## config.mk

```make
export PLATFORM = sky130hd
export DESIGN_NAME = aud_player
export DESIGN_NICKNAME = d
export VERILOG_FILES = /design/src/rtl/aud_player.sv
export SDC_FILE = /design/constraint.sdc
export NUM_CORES = 1
export LEC_CHECK = 0
export ABC_AREA = 1
export BUFFER_PORTS_ARGS = -buffer_cell sky130_fd_sc_hd__buf_2
export CAP_MARGIN = 20
export CORE_ASPECT_RATIO = 0.75
export CORE_UTILIZATION = 30
export CTS_CLUSTER_SIZE = 40
export DETAILED_ROUTE_END_ITERATION = 8
export PLACE_DENSITY_LB_ADDON = 0.05
export SYNTH_ARGS = -nofsm -noshare
export SYNTH_HDL_FRONTEND = slang
export SYNTH_SLANG_ARGS = --single-unit
```

## constraint.sdc

```tcl
create_clock -name i_clk -period 2 [get_ports i_clk]
set_input_delay 0.1 -clock i_clk [delete_from_list [all_inputs] [get_ports i_clk]]
set_output_delay 0.1 -clock i_clk [all_outputs]
set_load 0.005 [all_outputs]
```

## src/rtl/aud_player.sv

```systemverilog
// -----------------------------------------------------------------------------
// aud_player
//   Takes one mono sample per audio frame from AudDSP over an en/ack handshake.
//   It shifts the sample MSB-first onto the WM8731 DAC data line in I2S
//   format. Left and right channels carry the same word.
//   Codec BCLK and DACLRCK are asynchronous inputs. They are synchronised and
//   edge-detected on i_clk.
//
// Ports
//   i_clk        system clock
//   i_rst_n      asynchronous active-low reset
//   i_bclk       codec bit clock (async)
//   i_daclrck    codec DAC LR clock (async), low = left, high = right
//   i_en         sample valid from AudDSP
//   i_dac_data   sample from AudDSP, stable while i_en=1
//   i_mute       send zeros instead of the sample; the handshake still completes
//   o_ack        one-cycle pulse: sample accepted at a left-channel edge
//   o_underrun   one-cycle pulse: left-channel edge arrived with i_en=0
//   o_aud_dacdat registered serial data to the codec
// -----------------------------------------------------------------------------
module aud_player #(
  parameter int DATA_W      = 16,
  parameter int SYNC_STAGES = 2
) (
  input  logic              i_clk,
  input  logic              i_rst_n,
  input  logic              i_bclk,
  input  logic              i_daclrck,
  input  logic              i_en,
  input  logic [DATA_W-1:0] i_dac_data,
  input  logic              i_mute,
  output logic              o_ack,
  output logic              o_underrun,
  output logic              o_aud_dacdat
);

  localparam int CNT_W = $clog2(DATA_W);

  typedef enum logic [1:0] {
    IDLE,
    ARM,
    SHIFT,
    PAD
  } state_t;

  // Synchroniser chains plus one history flop each, for edge detection.
  logic [SYNC_STAGES-1:0] r_bclk_sync;
  logic [SYNC_STAGES-1:0] r_lrck_sync;
  logic                   r_bclk_hist;
  logic                   r_lrck_hist;

  // NOTE: sequential state is updated only with non-blocking assignments.
  // Otherwise a later stage in the chain would see this cycle's value
  // instead of last cycle's value.
  always_ff @(posedge i_clk or negedge i_rst_n) begin
    if (!i_rst_n) begin
      r_bclk_sync <= '0;
      r_lrck_sync <= '0;
      r_bclk_hist <= 1'b0;
      r_lrck_hist <= 1'b0;
    end else begin
      r_bclk_sync <= {r_bclk_sync[SYNC_STAGES-2:0], i_bclk};
      r_lrck_sync <= {r_lrck_sync[SYNC_STAGES-2:0], i_daclrck};
      r_bclk_hist <= r_bclk_sync[SYNC_STAGES-1];
      r_lrck_hist <= r_lrck_sync[SYNC_STAGES-1];
    end
  end

  logic w_bfall;
  logic w_lfall;
  logic w_lrise;

  assign w_bfall = r_bclk_hist & ~r_bclk_sync[SYNC_STAGES-1];
  assign w_lfall = r_lrck_hist & ~r_lrck_sync[SYNC_STAGES-1];
  assign w_lrise = ~r_lrck_hist & r_lrck_sync[SYNC_STAGES-1];

  state_t            r_state;
  logic [DATA_W-1:0] r_hold;
  logic [DATA_W-1:0] r_shreg;
  logic [CNT_W-1:0]  r_bitcnt;
  logic              r_dacdat;
  logic              r_ack;
  logic              r_underrun;

  state_t            w_state_nxt;
  logic [DATA_W-1:0] w_hold_nxt;
  logic [DATA_W-1:0] w_shreg_nxt;
  logic [CNT_W-1:0]  w_bitcnt_nxt;
  logic              w_dacdat_nxt;
  logic              w_ack_nxt;
  logic              w_underrun_nxt;

  // Next-state logic. An LRCK edge takes priority over a coincident bfall.
  // That bfall is consumed by the edge. This gives the I2S one-BCLK delay
  // and truncates a word that is still shifting.
  always_comb begin
    // NOTE: every output of this block gets a default first. Any path that
    // left one unassigned would infer a latch.
    w_state_nxt    = r_state;
    w_hold_nxt     = r_hold;
    w_shreg_nxt    = r_shreg;
    w_bitcnt_nxt   = r_bitcnt;
    w_dacdat_nxt   = r_dacdat;
    w_ack_nxt      = 1'b0;
    w_underrun_nxt = 1'b0;

    if (w_lfall) begin
      if (i_en) begin
        w_hold_nxt = i_mute ? '0 : i_dac_data;
      end else begin
        w_hold_nxt = '0;
      end
      w_shreg_nxt    = w_hold_nxt;
      w_ack_nxt      = i_en;
      w_underrun_nxt = ~i_en;
      w_state_nxt    = ARM;
    end else if (w_lrise && r_state != IDLE) begin
      // The right channel repeats the held left sample.
      w_shreg_nxt = r_hold;
      w_state_nxt = ARM;
    end else if (w_bfall) begin
      case (r_state)
        ARM: begin
          w_dacdat_nxt = r_shreg[DATA_W-1];
          w_shreg_nxt  = {r_shreg[DATA_W-2:0], 1'b0};
          w_bitcnt_nxt = CNT_W'(DATA_W - 1);
          w_state_nxt  = SHIFT;
        end
        SHIFT: begin
          if (r_bitcnt == '0) begin
            w_dacdat_nxt = 1'b0;
            w_state_nxt  = PAD;
          end else begin
            w_dacdat_nxt = r_shreg[DATA_W-1];
            w_shreg_nxt  = {r_shreg[DATA_W-2:0], 1'b0};
            w_bitcnt_nxt = r_bitcnt - 1'b1;
          end
        end
        default: begin
          w_dacdat_nxt = 1'b0;
        end
      endcase
    end
  end

  always_ff @(posedge i_clk or negedge i_rst_n) begin
    if (!i_rst_n) begin
      r_state    <= IDLE;
      r_hold     <= '0;
      r_shreg    <= '0;
      r_bitcnt   <= '0;
      r_dacdat   <= 1'b0;
      r_ack      <= 1'b0;
      r_underrun <= 1'b0;
    end else begin
      r_state    <= w_state_nxt;
      r_hold     <= w_hold_nxt;
      r_shreg    <= w_shreg_nxt;
      r_bitcnt   <= w_bitcnt_nxt;
      r_dacdat   <= w_dacdat_nxt;
      r_ack      <= w_ack_nxt;
      r_underrun <= w_underrun_nxt;
    end
  end

  assign o_ack        = r_ack;
  assign o_underrun   = r_underrun;
  assign o_aud_dacdat = r_dacdat;

endmodule

```

Yosys cells after proc, flatten, opt, wreduce, memory -nomap -nowiden
Cells that the tools add are included.

operators by class
  shift-type cells = 0
  add/sub/neg operators = 1
  bitwise gates (word level) = 9
  muxes and demuxes = 18
  reductions and logical operators = 10
  order comparisons = 0
  $mul = 0
  equality and inequality tests = 5
  div/mod/pow operators = 0

operators with widths
  cell                                                                   count
  16-bit two-way mux                                                     6
  16-bit one-hot mux with 2 select lines                                 1
  3-bit AND reduction                                                    3
  2-bit two-way mux                                                      4
  4-bit != test, second input constant                                   2
  4-bit one-hot mux with 2 select lines                                  1
  1-bit inverter                                                         6
  5-bit AND reduction                                                    1
  4-bit logical NOT                                                      1
  4-bit two-way mux                                                      1
  2-bit one-hot mux with 2 select lines                                  1
  2-bit nonzero test                                                     2
  4-bit nonzero test                                                     1
  4-bit by 1-bit subtractor with 4-bit output, second input constant     1
  1-bit AND                                                              3
  1-bit two-way mux                                                      3
  3-bit nonzero test                                                     1
  2-bit by 1-bit equality test with 1-bit output, second input constant  1
  2-bit equality test, second input constant                             1
  2-bit != test, second input constant                                   1
  1-bit one-hot mux with 2 select lines                                  1
  1-bit logical AND                                                      1

storage, ports and cells
  bits in read-only memories = 0
  logic and storage cells = 54
  output and inout port bits = 3
  RAM bits = 0
  register bits = 47
  bits in latches = 0
  input port bits = 22
  memories = 0

Longest topological paths before layout
  depth after elaboration = 6
  mapped depth = 11
  gate-level depth less buffers = 10

Worst setup path after synthesis
Ideal clock, no wire load.

  path type = register to register
  start = register r_state[0]
  end = register r_shreg[15]
  clock period less this slack = 1.485 ns
  buffers on the path = 1
  arrival = 1.368 ns
  required time = 1.884 ns
  cell stages (with the launch flop) = 12
  setup slack = 0.515 ns
  setup time = 0.116 ns
  cell sequence = dfrtp_1 > inv_1 > ha_1 > inv_1 > nand3_4 > nand2_4 > inv_2 > nand2_1 > nand2_2 > buf_4 > nand2_1 > nand2_1

on the way
  longest elaborated chain between the ends = 5
  elaborated cells between the ends (all ways) = 12
  classes of those cells = eq/ne: 3; mux: 4; reduce/logical: 5

RTL lines
  element                                                                                RTL line  text
  start: declaration                                                                     77        state_t r_state;
  start signal: assignment                                                               156       r_state <= w_state_nxt;
  2-bit equality test or 2-bit by 1-bit equality test with 1-bit output (tied branches)  122       case (r_state)
  16-bit one-hot mux with 2 select lines                                                 122
  16-bit two-way mux                                                                     121       end else if (w_bfall) begin
  16-bit two-way mux                                                                     117       end else if (w_lrise && r_state != IDLE) begin
  16-bit two-way mux                                                                     107       if (w_lfall) begin
  end signal: assignment                                                                 158       r_shreg <= w_shreg_nxt;
  end: declaration                                                                       79        logic [DATA_W-1:0] r_shreg;

Parallel ways exist; a longest one is shown, timed or not. The select of a mux whose other input is x is not followed.
A chain may end at the register's enable or synchronous reset.

Worst setup path in the final report
  start = register r_state[0]
  end = register r_shreg[6]

Same word-level chain as after synthesis.

==> results.py <==
metrics = {
    "run_status": {
        "status": "completed",
    },
    "power_and_ir_drop": {
        "cellPowerDensity_mw_per_mm2": 1110,
        "internal_power_uw": 1820,
        "leakage_uw": 0.00160,
        "vdd_drop_max_uv": 353,
        "p_seq_share_pct": 44.7,
        "power_switching_uw": 1120,
        "p_sw_share_pct": 38.2,
        "pwr-share-comb_pct": 36.3,
        "pwr-share-clk_pct": 19.0,
    },
    "drt": {
        "drt_first_pass_iters": 4,
        "drc": 0,
        "detailroute.via_count": 1833,
        "via_per_inst": 4.13,
        "ant_nets": 0,
        "drt_wl_total_um": 4960,
        "drt-initial-drc-count": 52,
        "wl_per_cell_um": 11.2,
    },
    "clocking": {
        "cts_root_buf": "clkbuf_8",
        "cts_max_level": 2,
        "cts.sinks": 47,
        "clkLatencyLatePin_ns": 0.29,
        "cts_buffer_depth": 2,
        "tritoncts": "done",
        "clk_pin_slew_worst_paths_ns": 0.09,
        "cts_buffers": 5,
    },
    "synth": {
        "ys_ff_latch": 47,
        "ys_types": 20,
        "synth_cells": 307,
        "synth.avg_cell_area_um2": 7.42,
        "synth-warning-count": 0,
        "synth-edff-count": 0,
        "syn-num-nets": 333,
        "synth_area_mm2": 0.00228,
        "ys_seq_area_share_pct": 51.6,
        "yosys_most_used_dff": "dfrtp_1",
        "async_flop_share_pct": 100,
    },
    "sta": {
        "worst_hold_slack_ns": 0.0142,
        "fin_worst_skew_ns": 0.00689,
        "setup_tns_ns": 0,
        "fmax_ghz": 0.593,
        "finalSetupViolations": 0,
        "finalCriticalPeriod_ns": 1.69,
        "slew_headroom_pct": 63.3,
        "slew_violations": 0,
        "rsz0062_at_grt": "no",
        "period_share_pct": 84.3,
        "final_hold_viol_count": 0,
        "tightestPinTransition_ns": 0.550,
    },
    "die": {
        "dieArea_mm2": 0.00795,
        "dieHeight_um": 77.5,
        "die_w_um": 103,
        "io_pins": 25,
        "core_area_mm2": 0.00733,
        "rows": 27,
        "start_util_pct": 31.1,
    },
    "setup_path": {
        "criticalPathCategory": "flip-flop to flip-flop",
        "crit_path_start": "r_state[0]",
        "cp.arrival_ns": 1.87,
        "startpoint_type": "flip-flop",
        "r2r-start": "r_state[0]",
        "critPathRequiredTime_ns": 2.18,
        "cp_max_fo": 16,
        "cp-end-kind": "flip-flop",
    },
    "placement": {
        "io_buffer_count": 24,
        "gp_congestion": 0.689,
        "hpwl_um": 3480,
    },
    "global_route": {
        "grt_overflow": 0,
        "grt_max_degree": 25,
        "track_usage_pct": 14.2,
        "grt_pass1_vias": 1736,
        "grt_pass1_wl_um": 8670,
        "antenna_found_initial": 0,
    },
    "cells_and_area": {
        "layout-area-overhead-vs-synth_pct": 16.4,
        "regArea_mm2": 0.00118,
        "drive_above_1_share_pct": 14.0,
        "final_util_pct": 36.2,
        "finalNetCount": 368,
        "n_fill_cell": 809,
        "antenna_cells": 0,
        "multiInputGateArea_um2": 947,
    },
    "job": {
        "maxCapViolations": 0,
    },
    "min_path": {
        "hp-class": "input port to flip-flop",
        "worstHoldStart": "i_dac_data[5]",
    },
}
## cell usage after synthesis, types with 2 or more instances
| master | instances | area [um2] |
|---|---|---|
| buf_4 | 2 | 15.0 |
| inv_2 | 3 | 11.3 |
| dfrtp_1 | 47 | 1180 |
| inv_1 | 26 | 97.6 |
| nand2_4 | 2 | 22.5 |
| nor2_1 | 5 | 18.8 |
| nand2_2 | 3 | 18.8 |
| nand2_1 | 195 | 732 |
| buf_2 | 4 | 20.0 |
| ha_1 | 4 | 50.1 |
| nand3_1 | 7 | 35.0 |
## power by group through the flow
stage	logic, uW	registers, uW	clock network [uW]
after detailed placement	1070	1330	0
after CTS	1080	1310	591
after global routing	1280	1350	632
final	1070	1310	558
after floorplan	847	1300	0
after global placement	1070	1330	0
## what timing repair did
| action | CTS | global route |
|---|---|---|
| gates resized for setup | 0 | 0 |
| hold buffers | 4 | 0 |
| endpoints found under the hold margin | 25 | 0 |
| setup buffers | 0 | 0 |
## metrics by stage
| stage | instance area, um2 | total power, uW | worst slack [ns] | instances |
|---|---|---|---|---|
| floorplan | 2280 | 2150 | 0.515 | 307 |
| global placement | 2530 | 2410 | 0.284 | 432 |
| detailed placement | 2530 | 2400 | 0.300 | 432 |
| CTS | 2650 | 2990 | 0.288 | 444 |
| global route | 2650 | 3260 | 0.100 | 444 |
| finish | 2650 | 2940 | 0.314 | 444 |
## worst max-delay path, cell delays in order (launching register included)
cell,delay (ns)
dfrtp_1,0.41
inv_1,0.11
ha_1,0.30
nand3_1,0.14
nand2_1,0.10
inv_1,0.05
nand2_1,0.06
nand2_2,0.21
nand2_1,0.13
nand2_1,0.06
## state kept, by name (all words and copies together) (netlist names)
signal        count
r_lrck_sync       2
r_shreg          16
r_bitcnt          4
r_state           2
r_bclk_hist       1
o_ack             1
r_lrck_hist       1
o_aud_dacdat      1
o_underrun        1
r_bclk_sync       2
r_hold           16
## cell usage in the layout, fill, tap and decap left out, drive strengths merged
cell type / netlist / final
nand2: 200 / 200
xor2: 1 / 1
ha: 4 / 4
or2: 1 / 1
clkbuf: 0 / 7
clkinv: 0 / 1
nor2: 5 / 5
o21ai: 2 / 2
nand3: 8 / 8
dfrtp: 47 / 47
nor3: 1 / 1
a21oi: 1 / 1
o22ai: 1 / 1
buf: 7 / 31
inv: 29 / 29
dlygate4sd3: 0 / 4
## final timing paths
kind                                  endpoint  slack (ns)  cells past startpoint
worst max-delay path                r_shreg[6]        0.31                      9
worst min-delay path                 r_hold[5]        0.01                      3
worst max register to register      r_shreg[6]        0.31                      9
worst min register to register  r_bclk_sync[1]        0.35                      0
max in group asynchronous          r_shreg[10]        1.08                      3
min in group asynchronous            r_hold[4]        0.32                      2
## layer usage
metal	track usage, %	share of wire (%)	routed length [um]	vias up
met4	2.57	0.54	27	0
met1	21.5	56	2770	825
li1	-	-	-	979
met2	20.6	40	2000	27
met3	3.24	3.2	159	2
met5	0	0	0	-
## final cells by class
cell class	instances	area share, %
clock buffers	7	2.88
clock inverters	1	0.189
inverters	29	4.10
multi-input cells	224	35.7
flip-flops and latches	47	44.3
well taps	101	4.76
repair buffers	35	8.02
## cells by family (layout without fill, tap and decap cells)
family | Yosys count | in the layout | share of synthesized area, %
XOR/XNOR | 1 | 1 | 0.384
buffers and inverters | 36 | 72 | 6.81
flip-flops | 47 | 47 | 51.6
AO/OA/AOI/OAI | 4 | 4 | 0.933
AND/OR/NAND/NOR | 215 | 215 | 38.1
adder cells (fa/ha/maj) | 4 | 4 | 2.20
Power figures use the tool's default switching activity.
